$ cat src/rtl/vdp_pattern_if.sv
// VDP pixel-stream bundle between the pattern source and the scaler.
//   enable        half-rate pixel-clock enable
//   vdp_hcounter  line position, 0..H_TOTAL-1
//   vdp_vcounter  frame line, 0..V_TOTAL-1
//   vdp_r/g/b     6-bit colour, 0 outside the active window
//   active        colour belongs to the active window
//   frame_start   1-clk pulse after the counters wrap to h=v=0
interface vdp_pattern_if;
  logic        enable;
  logic [10:0] vdp_hcounter;
  logic [10:0] vdp_vcounter;
  logic [5:0]  vdp_r;
  logic [5:0]  vdp_g;
  logic [5:0]  vdp_b;
  logic        active;
  logic        frame_start;

  modport master (output enable, vdp_hcounter, vdp_vcounter, vdp_r, vdp_g, vdp_b,
                  active, frame_start);
  modport slave  (input  enable, vdp_hcounter, vdp_vcounter, vdp_r, vdp_g, vdp_b,
                  active, frame_start);
endinterface

$ cat src/rtl/vdp_pattern_source.sv
// VDP-side test pattern generator feeding the scaler input.
// Produces a half-rate enable, line/frame counters and a 6-bit RGB pattern
// (solid, colour bars, grid, stripe-7). Used for bring-up in place of the VDP.
// Ports:
//   clk          system clock
//   reset_n      synchronous active-low reset
//   run          1: generate, 0: freeze counters and colour
//   pattern_sel  0 solid, 1 bars, 2 grid, 3 stripe-7 (taken at frame wrap)
//   fg_color     {r,g,b} for the solid pattern, used live
//   vdp          pixel stream (master side of vdp_pattern_if)
module vdp_pattern_source #(
  parameter int H_TOTAL     = 1368,
  parameter int V_TOTAL     = 524,
  parameter int H_ACT_START = 256,
  parameter int H_ACT_PIX   = 256,
  parameter int V_ACT_START = 40,
  parameter int V_ACT_LINES = 424
) (
  input  logic         clk,
  input  logic         reset_n,
  input  logic         run,
  input  logic [1:0]   pattern_sel,
  input  logic [17:0]  fg_color,
  vdp_pattern_if.master vdp
);

  typedef enum logic [1:0] {PAT_SOLID, PAT_BARS, PAT_GRID, PAT_STRIPE} pat_e;

  localparam logic [10:0] H_LAST = 11'(H_TOTAL - 1);
  localparam logic [10:0] V_LAST = 11'(V_TOTAL - 1);
  localparam logic [10:0] H_S    = 11'(H_ACT_START);
  localparam logic [10:0] H_E    = 11'(H_ACT_START + 4 * H_ACT_PIX);
  localparam logic [10:0] V_S    = 11'(V_ACT_START);
  localparam logic [10:0] V_E    = 11'(V_ACT_START + V_ACT_LINES);

  logic        en_q, act_q, fs_q;
  logic [10:0] h_q, v_q;
  pat_e        pat_q;
  logic [2:0]  m7_q;
  logic [5:0]  r_q, g_q, b_q;

  logic        h_last, v_last, in_act, stripe_hi;
  logic [2:0]  bar, m7_cur;
  logic [3:0]  px_lo, row_lo;
  logic [1:0]  sub;
  logic [5:0]  r_n, g_n, b_n;

  assign h_last = (h_q == H_LAST);
  assign v_last = (v_q == V_LAST);
  assign in_act = (h_q >= H_S) && (h_q < H_E) && (v_q >= V_S) && (v_q < V_E);

  // Offsets are 11-bit differences; only the bits each pattern needs are kept.
  assign bar    = 3'((h_q - H_S) >> 7);
  assign px_lo  = 4'((h_q - H_S) >> 2);
  assign sub    = 2'(h_q - H_S);
  assign row_lo = 4'((v_q - V_S) >> 1);

  // Stripe count restarts on the first active count of every line.
  assign m7_cur    = (h_q == H_S) ? 3'd0 : m7_q;
  assign stripe_hi = (m7_cur < 3'd3);

  always_comb begin
    r_n = '0;
    g_n = '0;
    b_n = '0;
    if (in_act) begin
      unique case (pat_q)
        PAT_SOLID: {r_n, g_n, b_n} = fg_color;
        PAT_BARS: begin
          r_n = {6{bar[1]}};
          g_n = {6{bar[2]}};
          b_n = {6{bar[0]}};
        end
        PAT_GRID: begin
          if (px_lo == 4'd0 || row_lo == 4'd0) {r_n, g_n, b_n} = {3{6'h3F}};
          else                                 {r_n, g_n, b_n} = {3{6'h01}};
        end
        default: begin
          if (stripe_hi) {r_n, g_n, b_n} = {3{6'h3F}};
          else           {r_n, g_n, b_n} = {3{6'h01}};
        end
      endcase
    end
  end

  always_ff @(posedge clk) begin
    if (!reset_n) begin
      en_q  <= 1'b0;
      fs_q  <= 1'b0;
      h_q   <= '0;
      v_q   <= '0;
      pat_q <= PAT_SOLID;
      m7_q  <= '0;
      r_q   <= '0;
      g_q   <= '0;
      b_q   <= '0;
      act_q <= 1'b0;
    end else begin
      en_q <= run & ~en_q;
      // Cleared on every clk so the pulse lasts one clk, not one enable period.
      fs_q <= en_q & h_last & v_last;
      if (en_q) begin
        h_q <= h_last ? 11'd0 : h_q + 11'd1;
        if (h_last) v_q <= v_last ? 11'd0 : v_q + 11'd1;
        // Pattern changes only at the frame boundary so a frame never tears.
        if (h_last && v_last) pat_q <= pat_e'(pattern_sel);
        // Colour reflects the pre-increment position: one enabled step of lag.
        r_q   <= r_n;
        g_q   <= g_n;
        b_q   <= b_n;
        act_q <= in_act;
        if (in_act) m7_q <= (sub != 2'd3) ? m7_cur : (m7_cur == 3'd6) ? 3'd0 : m7_cur + 3'd1;
      end
    end
  end

  assign vdp.enable       = en_q;
  assign vdp.vdp_hcounter = h_q;
  assign vdp.vdp_vcounter = v_q;
  assign vdp.vdp_r        = r_q;
  assign vdp.vdp_g        = g_q;
  assign vdp.vdp_b        = b_q;
  assign vdp.active       = act_q;
  assign vdp.frame_start  = fs_q;

endmodule

$ cat src/flat_wrapper.sv
// flat-port wrapper written by rule: the top's interface ports become plain ports
module vdp_pattern_source_flat 
#(
  parameter int H_TOTAL     = 1368,
  parameter int V_TOTAL     = 524,
  parameter int H_ACT_START = 256,
  parameter int H_ACT_PIX   = 256,
  parameter int V_ACT_START = 40,
  parameter int V_ACT_LINES = 424
)
  (clk, reset_n, run, pattern_sel, fg_color, vdp_enable, vdp_vdp_hcounter, vdp_vdp_vcounter, vdp_vdp_r, vdp_vdp_g, vdp_vdp_b, vdp_active, vdp_frame_start);
  vdp_pattern_if vdp_i ();
  input  logic clk;
  input  logic reset_n;
  input  logic run;
  input  logic [1:0] pattern_sel;
  input  logic [17:0] fg_color;
  output wire logic [$bits(vdp_i.enable)-1:0] vdp_enable;
  output wire logic [$bits(vdp_i.vdp_hcounter)-1:0] vdp_vdp_hcounter;
  output wire logic [$bits(vdp_i.vdp_vcounter)-1:0] vdp_vdp_vcounter;
  output wire logic [$bits(vdp_i.vdp_r)-1:0] vdp_vdp_r;
  output wire logic [$bits(vdp_i.vdp_g)-1:0] vdp_vdp_g;
  output wire logic [$bits(vdp_i.vdp_b)-1:0] vdp_vdp_b;
  output wire logic [$bits(vdp_i.active)-1:0] vdp_active;
  output wire logic [$bits(vdp_i.frame_start)-1:0] vdp_frame_start;
  assign vdp_enable = vdp_i.enable;
  assign vdp_vdp_hcounter = vdp_i.vdp_hcounter;
  assign vdp_vdp_vcounter = vdp_i.vdp_vcounter;
  assign vdp_vdp_r = vdp_i.vdp_r;
  assign vdp_vdp_g = vdp_i.vdp_g;
  assign vdp_vdp_b = vdp_i.vdp_b;
  assign vdp_active = vdp_i.active;
  assign vdp_frame_start = vdp_i.frame_start;
  vdp_pattern_source #(.H_TOTAL(H_TOTAL), .V_TOTAL(V_TOTAL), .H_ACT_START(H_ACT_START), .H_ACT_PIX(H_ACT_PIX), .V_ACT_START(V_ACT_START), .V_ACT_LINES(V_ACT_LINES)) u_core (.clk(clk), .reset_n(reset_n), .run(run), .pattern_sel(pattern_sel), .fg_color(fg_color), .vdp(vdp_i));
endmodule
$ cat config.mk
export PLATFORM = sky130hd
export DESIGN_NAME = vdp_pattern_source_flat
export DESIGN_NICKNAME = d
export VERILOG_FILES = /design/src/rtl/vdp_pattern_if.sv /design/src/rtl/vdp_pattern_source.sv /design/src/flat_wrapper.sv
export SDC_FILE = /design/constraint.sdc
export NUM_CORES = 1
export LEC_CHECK = 0
export CAP_MARGIN = 20
export CELL_PAD_IN_SITES_DETAIL_PLACEMENT = 2
export CELL_PAD_IN_SITES_GLOBAL_PLACEMENT = 2
export CORE_UTILIZATION = 31
export CTS_CLUSTER_SIZE = 20
export DETAILED_ROUTE_END_ITERATION = 8
export PLACE_DENSITY = 0.82
export SLEW_MARGIN = 30
export SYNTH_ARGS = -nofsm -noshare
export SYNTH_HDL_FRONTEND = slang
export SYNTH_SLANG_ARGS = --single-unit
$ cat constraint.sdc
create_clock -name clk -period 3.6 [get_ports clk]
set_input_delay 0.36 -clock clk [delete_from_list [all_inputs] [get_ports clk]]
set_output_delay 0.36 -clock clk [all_outputs]
set_load 0.05 [all_outputs]
==> implementation parameters <==
Parameter                              Value

Run status
  Status    completed

Floorplanning
  Die boundary height    92.90 um
  Initial cell density of the core    32.64%
  Horizontal die dimension    92.90 um
  Count of boundary I/O pins    66
  Total die area    8629 sq um
  Core area    7848 sq um
  Row count    32

Yosys
  Number of distinct library cells after synthesis    50
  Commonest cells in the synthesized netlist    sky130_fd_sc_hd__dfxtp_1 (48), sky130_fd_sc_hd__nand2_1 (38), sky130_fd_sc_hd__nor2_1 (28)
  Compound-Gate Fraction of Synth Area    22.28%
  Yosys top cell area share    37.52%
  Number of enable-type register cells in the synthesized netlist    0
  Simple-gate share of the synthesized area    24.47%
  Area contributors post-synth    sky130_fd_sc_hd__dfxtp_1 (38%), sky130_fd_sc_hd__a221oi_2 (6.4%), sky130_fd_sc_hd__nand2_1 (5.6%)
  Sequential share of the synthesized area    37.52%
  Number of warnings reported in the yosys synthesis log    0
  Synthesized-area fraction occupied by xor and xnor cells    6.155%
  Fraction of the mapped netlist area in adder cells    2.443%
  Mean Syn Cell Area    8.712 sq um
  Proportion of synthesized flip-flops having asynchronous set or reset    0%
  Most frequent cell after synthesis    sky130_fd_sc_hd__dfxtp_1
  Synth Flop Type    sky130_fd_sc_hd__dfxtp_1
  Cell Area, Synth    2561 sq um
  Biggest area consumer among synthesized cells    sky130_fd_sc_hd__dfxtp_1
  Synthesis-stage register bit count    48
  Gate Count Post-Synth    294
  Mux cell area share after synthesis    0.8305%
  Main combinational cell family by area after synthesis    simple AND/OR/NAND/NOR gates
  Mapped Nets    322

Min path
  Min-delay worst type    flop to flop
  Cell depth of the worst hold path    2

Timing
  Maximum clock rate    457.9 MHz
  Final hold violation count    0
  Setup Viol. Count Final    0
  Sum of negative setup slack    0 ns
  Period utilisation layout    60.66%
  Worst max-slew margin expressed relative to the limit    38.22%
  Final worst path period need    2.184 ns
  Clk_skew    0.003371 ns
  Unrepaired setup endpoints after global routing    false
  Final worst setup slack    1.416 ns
  Max-slew violation count    0
  Worst-Margin Slew    0.9257 ns

Drt
  DRC violations left    0
  Total detailed-routing wirelength    8522 um
  Routed via count    2,421
  Detailed Routing Iterations Pass 1    4
  Detail Route Antenna Nets    0
  Per-cell via count in the routed design    5.356
  WL per Instance    18.85 um
  Detailed router's first-iteration violation count    34

Setup path
  Depth of the worst register-to-register path    6
  Kind of end point of the critical path    flop
  Arrival time worst endpoint    2.38 ns
  Kind of start point of the critical path    flop
  Reg-to-reg startpoint    u_core.vdp.vdp_hcounter[8]
  Setup Crit Path Kind    flop to flop
  Crit-path max FO    9
  Slack of the worst reg-to-reg path    1.42 ns
  Capturing point of the worst reg2reg path    u_core.vdp.vdp_vcounter[5]
  CP endpoint    u_core.vdp.vdp_vcounter[5]
  Startpoint of the worst setup timing path    u_core.vdp.vdp_hcounter[8]
  Critical path data required time    3.79 ns

Placed design
  Number of port buffers    65
  Detailed placer's ending HPWL    6151 um
  Post-placement cell area    3219 sq um
  Number of placed cells counting well taps    444
  Weighted congestion reported at the end of routability-driven placement    0.7828
  Worst setup slack after placement    1.303 ns

Final layout
  Diodes inserted    0
  Fillers    874
  Cell Count, Final, Fillers Out    452
  Share of layout cells above drive strength 1    9.429%
  Post-synthesis to final-layout area growth    29.90%
  Area of all placed cells without fillers    3327 sq um
  Layout Nets    377

Clock tree
  Number of clock sinks    48
  Post-CTS setup-driven buffer insertion count    0
  Cells resized by post-CTS repair    0
  Root Driver    sky130_fd_sc_hd__clkbuf_8
  Clock network latency to the later pin of the worst-skew pair    0.31 ns
  Clock transition at the register clock pins on the worst setup and hold paths after CTS    0.09 ns
  Number of levels in the clock H-tree    2
  Buffer levels on the longest clock path    2
  CTS tree    built
  TritonCTS Buffers    5
  # hold bufs at CTS    0

GRT
  Wire length of the first global-routing pass    13,900 um
  Antenna violations before repair    0
  Total congestion overflow after global routing    0
  Pin count of the biggest net entering global routing    38
  Global-route usage over all layers    20.63%
  Number of global-route vias before repair    2,646

Pwr
  Max VDD drop    151.3 uV
  PD cells    302.2 nW/um^2
  Static leakage    1.077 nW

Run
  Number of maximum-capacitance constraint violations    0
-- area by class of cell --
| cell class | count | area [sq um] | share of cell area [%] |
|---|---|---|---|
| tap | 102 | 127.6 | 3.836 |
| multi-input combinational | 220 | 1439 | 43.25 |
| clock inverter | 2 | 35.03 | 1.053 |
| inverter | 7 | 26.28 | 0.7898 |
| timing repair buffer | 67 | 665.6 | 20.01 |
| clock buffer | 6 | 72.57 | 2.181 |
| sequential | 48 | 960.9 | 28.88 |
-- metrics by stage --
step                utilization [%]  hold slack, ns  power (mW)
global placement              41.02          0.4545      0.6138
CTS                           42.39          0.4788       1.015
detailed placement            41.02          0.4643      0.6158
finish                        42.39          0.4774       1.006
global route                  42.39          0.5115       1.038
floorplan                         -          0.4835      0.5832
-- report_power, final --
part	total (mW)	internal [mW]	switching (mW)
clock network	0.402	0.207	0.195
logic	0.0673	0.0299	0.0373
registers	0.536	0.532	0.00399
total	1.01	0.769	0.237
-- kinds of logic after synthesis --
| group | after synthesis |
|---|---|
| AO/OA/AOI/OAI | 77 |
| XOR/XNOR | 18 |
| adder cells (fa/ha/maj) | 5 |
| buffers and inverters | 26 |
| flip-flops | 48 |
| multiplexers | 2 |
| AND/OR/NAND/NOR | 118 |
-- flip-flops by register name (all words and copies together), names as in the netlist --
register / flops
u_core.m7_q: 3
u_core.pat_q: 2
u_core.vdp.active: 1
u_core.vdp.enable: 1
u_core.vdp.frame_start: 1
u_core.vdp.vdp_b: 6
u_core.vdp.vdp_g: 6
u_core.vdp.vdp_hcounter: 11
u_core.vdp.vdp_r: 6
u_core.vdp.vdp_vcounter: 11
-- how the worst min path moves through the flow --
| stage | endpoint | slack, ns | startpoint |
|---|---|---|---|
| after global routing | u_core.vdp.active | 0.51 | u_core.vdp.active |
| after detailed placement | u_core.vdp.active | 0.46 | u_core.vdp.active |
| after CTS | u_core.vdp.active | 0.48 | u_core.vdp.active |
| final | u_core.vdp.active | 0.48 | u_core.vdp.active |
| after global placement | u_core.vdp.active | 0.45 | u_core.vdp.active |
| after floorplan | u_core.m7_q[0] | 0.48 | u_core.m7_q[0] |
-- critical path, cell delays in order, from the launching register on --
cell and delay, ns:
sky130_fd_sc_hd__dfxtp_1 0.53, sky130_fd_sc_hd__ha_1 0.23, sky130_fd_sc_hd__nor4b_4 0.36, sky130_fd_sc_hd__and3_1 0.41
sky130_fd_sc_hd__nand2_1 0.15, sky130_fd_sc_hd__nand2_1 0.29, sky130_fd_sc_hd__nor2_1 0.09
-- routing by layer --
metal | track usage, % | vias to the layer above | share of wire, %
li1 | - | 1162 | -
met1 | 24.78 | 1207 | 43
met2 | 37.44 | 42 | 52
met3 | 3.777 | 10 | 3.2
met4 | 5.256 | 0 | 1.5
met5 | 0 | - | 0
-- cells in the final DEF (no fill, tap or decap), types with 11 or more instances in the layout --
cell,synthesis,routed
sky130_fd_sc_hd__clkdlybuf4s50_1,0,65
sky130_fd_sc_hd__o21ai_0,24,24
sky130_fd_sc_hd__nand2_1,38,38
sky130_fd_sc_hd__xor2_1,11,11
sky130_fd_sc_hd__a21oi_1,25,25
sky130_fd_sc_hd__nand3_1,13,13
sky130_fd_sc_hd__and3_1,12,12
sky130_fd_sc_hd__a221oi_2,11,11
sky130_fd_sc_hd__dfxtp_1,48,48
sky130_fd_sc_hd__nor2_1,28,28
Note: power is estimated with default switching activity, not from simulation.
